**src/rtl/idma_desc64_completion_arbiter_if.sv**
```systemverilog
// rtl/idma_desc64_completion_arbiter_if.sv - completion writeback valid/ready port
//
// Purpose: carries one offered descriptor completion (channel index) from the
//          completion arbiter to the writeback/IRQ logic.
// Signals:
//   valid  arbiter -> consumer   a completion is offered
//   idx    arbiter -> consumer   channel of the offered completion
//   ready  consumer -> arbiter   consumer accepts; handshake = valid & ready
interface idma_desc64_completion_arbiter_if #(
    parameter int unsigned IdxWidth = 2
);
    logic                valid;
    logic [IdxWidth-1:0] idx;
    logic                ready;

    modport master (
        output valid,
        output idx,
        input  ready
    );

    modport slave (
        input  valid,
        input  idx,
        output ready
    );
endinterface

```
**src/rtl/idma_desc64_completion_arbiter.sv**
```systemverilog
// rtl/idma_desc64_completion_arbiter.sv - round-robin desc64 completion arbiter
//
// Purpose: counts pending descriptor completions per channel and offers them
//          one at a time, round-robin, on a shared valid/ready writeback port.
// Ports:
//   clk_i             clock
//   rst_ni            asynchronous reset, active low
//   inc_i             per-channel completion pulse (+1 pending)
//   wb                writeback port (master side: valid/idx out, ready in)
//   pending_o         per-channel registered counter != 0
//   overflow_o        sticky per-channel flag: an increment was dropped at max
//   clear_overflow_i  clears all overflow flags next cycle (a new overflow wins)
module idma_desc64_completion_arbiter #(
    parameter int unsigned NumRequesters = 4,
    parameter int unsigned CounterWidth  = 4
) (
    input  logic                                 clk_i,
    input  logic                                 rst_ni,
    input  logic [NumRequesters-1:0]             inc_i,
    idma_desc64_completion_arbiter_if.master     wb,
    output logic [NumRequesters-1:0]             pending_o,
    output logic [NumRequesters-1:0]             overflow_o,
    input  logic                                 clear_overflow_i
);

    localparam int unsigned IdxWidth = (NumRequesters > 1) ? $clog2(NumRequesters) : 1;

    localparam logic [0:0] StIdle  = 1'b0;
    localparam logic [0:0] StOffer = 1'b1;

    localparam logic [CounterWidth-1:0] CntMax = {CounterWidth{1'b1}};

    logic [0:0]              state_q, state_d;
    logic [CounterWidth-1:0] counter_q [NumRequesters];
    logic [CounterWidth-1:0] counter_d [NumRequesters];
    logic [NumRequesters-1:0] overflow_q, overflow_d;
    logic [NumRequesters-1:0] ovf_set;
    logic [NumRequesters-1:0] dec;
    logic [NumRequesters-1:0] nonzero_q, nonzero_d;
    logic [IdxWidth-1:0]     rr_q, rr_d;
    logic [IdxWidth-1:0]     idx_q, idx_d;
    logic [IdxWidth-1:0]     idx_next;
    logic [IdxWidth-1:0]     winner;
    logic [IdxWidth-1:0]     cand;
    logic                    found;
    logic                    handshake;

    assign handshake = (state_q == StOffer) && wb.ready;

    // Per-channel counters. A simultaneous inc and dec cancel, so a channel
    // sitting at max never loses an increment in its own handshake cycle.
    always_comb begin
        dec     = '0;
        ovf_set = '0;
        for (int i = 0; i < int'(NumRequesters); i++) begin
            dec[i]       = handshake && (idx_q == IdxWidth'(i));
            counter_d[i] = counter_q[i];
            nonzero_q[i] = (counter_q[i] != '0);
            if (inc_i[i] && !dec[i]) begin
                if (counter_q[i] == CntMax) begin
                    ovf_set[i] = 1'b1;
                end else begin
                    counter_d[i] = counter_q[i] + CounterWidth'(1);
                end
            end else if (!inc_i[i] && dec[i]) begin
                counter_d[i] = counter_q[i] - CounterWidth'(1);
            end
            nonzero_d[i] = (counter_d[i] != '0);
        end
        overflow_d = (clear_overflow_i ? '0 : overflow_q) | ovf_set;
    end

    // The pointer only moves past a channel once it has been served, so the
    // search after a handshake starts just beyond the granted channel.
    always_comb begin
        idx_next = (idx_q == IdxWidth'(NumRequesters - 1)) ? '0 : idx_q + IdxWidth'(1);
        rr_d     = handshake ? idx_next : rr_q;
    end

    // First nonzero channel at or after rr_d, wrapping modulo NumRequesters.
    // Arbitration looks at counter_d so a pulse this cycle can be offered next cycle.
    always_comb begin
        winner = '0;
        found  = 1'b0;
        cand   = '0;
        for (int k = 0; k < int'(NumRequesters); k++) begin
            if (int'(rr_d) + k >= int'(NumRequesters)) begin
                cand = IdxWidth'(int'(rr_d) + k - int'(NumRequesters));
            end else begin
                cand = IdxWidth'(int'(rr_d) + k);
            end
            if (!found && nonzero_d[cand]) begin
                winner = cand;
                found  = 1'b1;
            end
        end
    end

    // The offered index only changes on a handshake; an offer is never withdrawn.
    always_comb begin
        state_d = state_q;
        idx_d   = idx_q;
        case (state_q)
            StIdle: begin
                if (found) begin
                    state_d = StOffer;
                    idx_d   = winner;
                end
            end
            StOffer: begin
                if (handshake) begin
                    if (found) begin
                        idx_d = winner;
                    end else begin
                        state_d = StIdle;
                    end
                end
            end
            default: state_d = StIdle;
        endcase
    end

    always_ff @(posedge clk_i or negedge rst_ni) begin
        if (!rst_ni) begin
            state_q    <= StIdle;
            idx_q      <= '0;
            rr_q       <= '0;
            overflow_q <= '0;
            for (int i = 0; i < int'(NumRequesters); i++) begin
                counter_q[i] <= '0;
            end
        end else begin
            state_q    <= state_d;
            idx_q      <= idx_d;
            rr_q       <= rr_d;
            overflow_q <= overflow_d;
            for (int i = 0; i < int'(NumRequesters); i++) begin
                counter_q[i] <= counter_d[i];
            end
        end
    end

    assign wb.valid   = (state_q == StOffer);
    assign wb.idx     = idx_q;
    assign pending_o  = nonzero_q;
    assign overflow_o = overflow_q;

    // An offered channel always holds at least one pending completion.
    dec_never_at_zero: assert property (@(posedge clk_i) disable iff (!rst_ni)
        (dec & ~nonzero_q) == '0);

endmodule

```
**src/flat_wrapper.sv**
```systemverilog
// flat-port wrapper written by rule: the top's interface ports become plain ports
module idma_desc64_completion_arbiter_flat 
#(
    parameter int unsigned NumRequesters = 4,
    parameter int unsigned CounterWidth  = 4
)
  (clk_i, rst_ni, inc_i, pending_o, overflow_o, clear_overflow_i, wb_valid, wb_idx, wb_ready);
  idma_desc64_completion_arbiter_if #(.IdxWidth(2)) wb_i ();
  input  logic clk_i;
  input  logic rst_ni;
  input  logic [NumRequesters-1:0] inc_i;
  output logic [NumRequesters-1:0] pending_o;
  output logic [NumRequesters-1:0] overflow_o;
  input  logic clear_overflow_i;
  output wire logic [$bits(wb_i.valid)-1:0] wb_valid;
  output wire logic [$bits(wb_i.idx)-1:0] wb_idx;
  input wire logic [$bits(wb_i.ready)-1:0] wb_ready;
  assign wb_valid = wb_i.valid;
  assign wb_idx = wb_i.idx;
  assign wb_i.ready = wb_ready;
  idma_desc64_completion_arbiter #(.NumRequesters(NumRequesters), .CounterWidth(CounterWidth)) u_core (.clk_i(clk_i), .rst_ni(rst_ni), .inc_i(inc_i), .wb(wb_i), .pending_o(pending_o), .overflow_o(overflow_o), .clear_overflow_i(clear_overflow_i));
endmodule
```
**config.mk**
```make
export PLATFORM = sky130hd
export DESIGN_NAME = idma_desc64_completion_arbiter_flat
export DESIGN_NICKNAME = d
export VERILOG_FILES = /design/src/rtl/idma_desc64_completion_arbiter_if.sv /design/src/rtl/idma_desc64_completion_arbiter.sv /design/src/flat_wrapper.sv
export SDC_FILE = /design/constraint.sdc
export NUM_CORES = 1
export LEC_CHECK = 0
export BUFFER_PORTS_ARGS = -buffer_cell sky130_fd_sc_hd__buf_2
export CAP_MARGIN = 5
export CORE_MARGIN = 2
export CORE_UTILIZATION = 60
export DETAILED_ROUTE_END_ITERATION = 16
export PLACE_DENSITY = 0.79
export REMOVE_ABC_BUFFERS = 1
export SETUP_SLACK_MARGIN = 0.05
export SLEW_MARGIN = 25
export SYNTH_ARGS = -nofsm -noshare
export SYNTH_HDL_FRONTEND = slang
export SYNTH_SLANG_ARGS = --single-unit
```
**constraint.sdc**
```tcl
create_clock -name clk_i -period 5.4 [get_ports clk_i]
set_input_delay 0.54 -clock clk_i [delete_from_list [all_inputs] [get_ports clk_i]]
set_output_delay 0.54 -clock clk_i [all_outputs]
set_load 0.01 [all_outputs]
```
==> results.toml <==
[route]
drt-pass1-iter-count = 5
wirelength_um = 4350
drtIter0Drc = 165
drc = 0
wire_per_inst_um = 15.3
viasPerCell = 6.30
vias = 1795
ant_nets = 0

[timing]
finalMaxSlewViolations = 0
rsz0062_at_grt = "no"
setup_viol = 0
finalCritPeriodShare_pct = 47.8
fin_setup_tns_ns = 0
fmax_mhz = 387
fin_crit_ns = 2.58
worst_pin_slew_ns = 0.651
hold_ws_ns = 0.190
fin_skew_ns = 0.00697
hold_viol_final = 0
slew_headroom_pct = 56.2

[die]
coreArea_sq_um = 3100
io-pin-count = 19
initial_utilization_pct = 64.6
die_area_sq_um = 3820
fp-row-count = 20
die_w_um = 61.8
die_h_um = 61.8

[cts]
path_clk_slew_ns = 0.14
h-tree-depth = 1
numClockSinks = 25
cts_tree = "done"
clkLatencyLatePin_ns = 0.32
cts_buffer_depth = 2
numCtsBuffers = 3
cts_resized = 0
post-cts-setup-buffers = 0
cts-hold-fix-buffers = 0
root_buffer = "clkbuf_4"

[status]
outcome = "finished clean"

[power_and_ir_drop]
leakage_nw = 0.932
ir_drop_uv = 243
power_density_nw_per_um2 = 515

[synthesis]
ys_seq_elements = 25
syn_avg_cell_area_sq_um = 8.90
synthArstFlopShare_pct = 100
yosysUniqueCellTypes = 56
synth_edf_count = 0
yosysWarnings = 0
syn_area_sq_um = 2000
ys.flop_type = "dfrtp_1"
seq_area_frac_synth_pct = 31.2
syn_inst = 225

[global_routing]
antenna_found_initial = 0
grt_pass1_wl_um = 7310
grt_use_total_pct = 24.9
grt_pass1_vias = 1721
grt_overflow = 0
grt_max_degree = 26

[setup_path]
path_cells = "nand3_1, nor4b_2, o21ai_0, a211oi_2, and3_1, a21boi_1, mux2i_1"
critPathKind = "flop to flop"
crit_path_start_kind = "flop"
required_ns = 5.62
endpoint_kind = "flop"
worstPathArrival_ns = 2.80
path_max_fanout = 16
slowest_stage = "dfrtp_1"
critPathMaxStageDelay_ns = 0.74

[final_layout]
synthToLayoutAreaGrowth_pct = 6.62
num_antenna_cells = 0
layout-drive-gt1-share_pct = 13.3
design_area_sq_um = 2140
nets = 266
post-route-util_pct = 68.8
nFillCells = 271

[place]
port_buffers = 18
dpl_cell_area_sq_um = 2110
dp_hpwl_um = 3170
place_congestion = 0.959

[job]
maxCapViolCount = 0

[min_path]
hp-class = "primary input to async pin"
-- worst paths after layout --
kind / startpoint / endpoint / slack, ns / depth (start not counted)
setup / recovery: u_core.wb.valid / u_core.wb.idx[0] / 2.82 / 7
hold / removal: rst_ni / u_core.counter_q[5] / 0.19 / 1
setup reg to reg: u_core.wb.valid / u_core.wb.idx[0] / 2.82 / 7
hold reg to reg: u_core.overflow_o[0] / u_core.overflow_o[0] / 0.54 / 2
max in group asynchronous: rst_ni / u_core.counter_q[13] / 4.84 / 1
min in group clk_i: clear_overflow_i / u_core.overflow_o[2] / 0.50 / 2
-- cells in the final DEF (no fill, tap or decap), types with 2 or more instances in the layout --
| cell type | netlist | final |
|---|---|---|
| dfrtp_1 | 25 | 25 |
| nand2_1 | 19 | 19 |
| buf_2 | 1 | 18 |
| inv_1 | 17 | 17 |
| ha_1 | 16 | 16 |
| nor2_1 | 14 | 14 |
| o21ai_0 | 12 | 12 |
| nand3_1 | 12 | 12 |
| a21oi_1 | 7 | 7 |
| and4b_1 | 6 | 6 |
| o22ai_1 | 6 | 6 |
| nand4_1 | 5 | 5 |
| and3_1 | 5 | 5 |
| a31oi_1 | 4 | 4 |
| xnor2_1 | 4 | 4 |
| a211o_1 | 4 | 4 |
| nand3b_1 | 3 | 3 |
| or3_1 | 3 | 3 |
| o22a_1 | 3 | 3 |
| and4_1 | 3 | 3 |
| nor3_1 | 3 | 3 |
| a211oi_1 | 3 | 3 |
| clkbuf_4 | 0 | 3 |
| nand3_4 | 2 | 2 |
| nand4b_1 | 2 | 2 |
| nor4_1 | 2 | 2 |
| nor4b_2 | 2 | 2 |
| and2_1 | 2 | 2 |
| o31ai_1 | 2 | 2 |
| a211oi_2 | 2 | 2 |
| mux2i_1 | 2 | 2 |
| a22oi_1 | 2 | 2 |
| nor2b_1 | 2 | 2 |
| a41oi_1 | 2 | 2 |
| o211ai_1 | 2 | 2 |
| o41ai_1 | 2 | 2 |
-- per-stage QoR --
| step | instances | power [mW] | worst slack, ns |
|---|---|---|---|
| 2_1_floorplan | 219 | 0.842 | 3.20 |
| 3_3_place_gp | 281 | 0.973 | 2.98 |
| 3_5_place_dp | 281 | 1.00 | 2.83 |
| 4_1_cts | 285 | 1.09 | 2.84 |
| 5_1_grt | 285 | 1.20 | 2.61 |
| 6_report | 285 | 1.10 | 2.82 |
-- flip-flops by register name, indices dropped and copies added (netlist names) --
name,flops
u_core.wb.valid,1
u_core.wb.idx,2
u_core.counter_q,16
u_core.overflow_o,4
u_core.rr_q,2
-- worst max-delay path, delay by kind of cell (launching register included) --
| kind | cells | cell delay, ns |
|---|---|---|
| AOI/OAI and AO/OA | 3 | 0.71 |
| and+or+nand+nor | 3 | 0.90 |
| DFF | 1 | 0.74 |
| muxes | 1 | 0.14 |
-- logic make-up after synthesis --
kind of cell / after synthesis / synth area share (%)
compound gates: 62 / 21.8
xor+xnor: 5 / 2.19
fa+ha+maj: 16 / 9.99
buf+inv: 23 / 5.12
flops: 25 / 31.2
mux: 2 / 0.999
simple gates: 92 / 28.7
-- cell usage after synthesis, types with 3 or more instances --
library cell / instances / area, sq um
o22ai_1: 6 / 37.5
dfrtp_1: 25 / 626
o21ai_0: 12 / 60.1
a31oi_1: 4 / 25.0
ha_1: 16 / 200
nand3b_1: 3 / 22.5
and4_1: 3 / 26.3
nor2_1: 14 / 52.6
a211oi_1: 3 / 22.5
o22a_1: 3 / 26.3
nand2_1: 19 / 71.3
or3_1: 3 / 18.8
nor3_1: 3 / 15.0
a21oi_1: 7 / 35.0
and3_1: 5 / 31.3
clkbuf_1: 3 / 11.3
a211o_1: 4 / 35.0
nand4_1: 5 / 31.3
xnor2_1: 4 / 35.0
inv_1: 17 / 63.8
nand3_1: 12 / 60.1
and4b_1: 6 / 60.1
-- power by group --
part | switching, mW | internal (mW)
clock network | 0.0554 | 0.0289
registers | 0.114 | 0.270
logic | 0.362 | 0.269
-- area by class of cell --
class | instances | area (sq um) | share of cell area (%)
repair buffers | 18 | 90.1 | 4.22
multi-input cells | 177 | 1270 | 59.7
flip-flops and latches | 25 | 626 | 29.3
well taps | 44 | 55.1 | 2.58
clock buffers | 4 | 26.3 | 1.23
inverters | 17 | 63.8 | 2.99
-- routing by layer --
| metal | track usage (%) | part of all wire, % | vias to the layer above |
|---|---|---|---|
| met5 | 0 | 0 | - |
| met4 | 8.21 | 1.2 | 0 |
| met3 | 3.11 | 4.5 | 8 |
| met2 | 42.6 | 48 | 53 |
| met1 | 32.6 | 46 | 850 |
| li1 | - | - | 884 |
No activity file was read; power rests on OpenSTA's default activity.
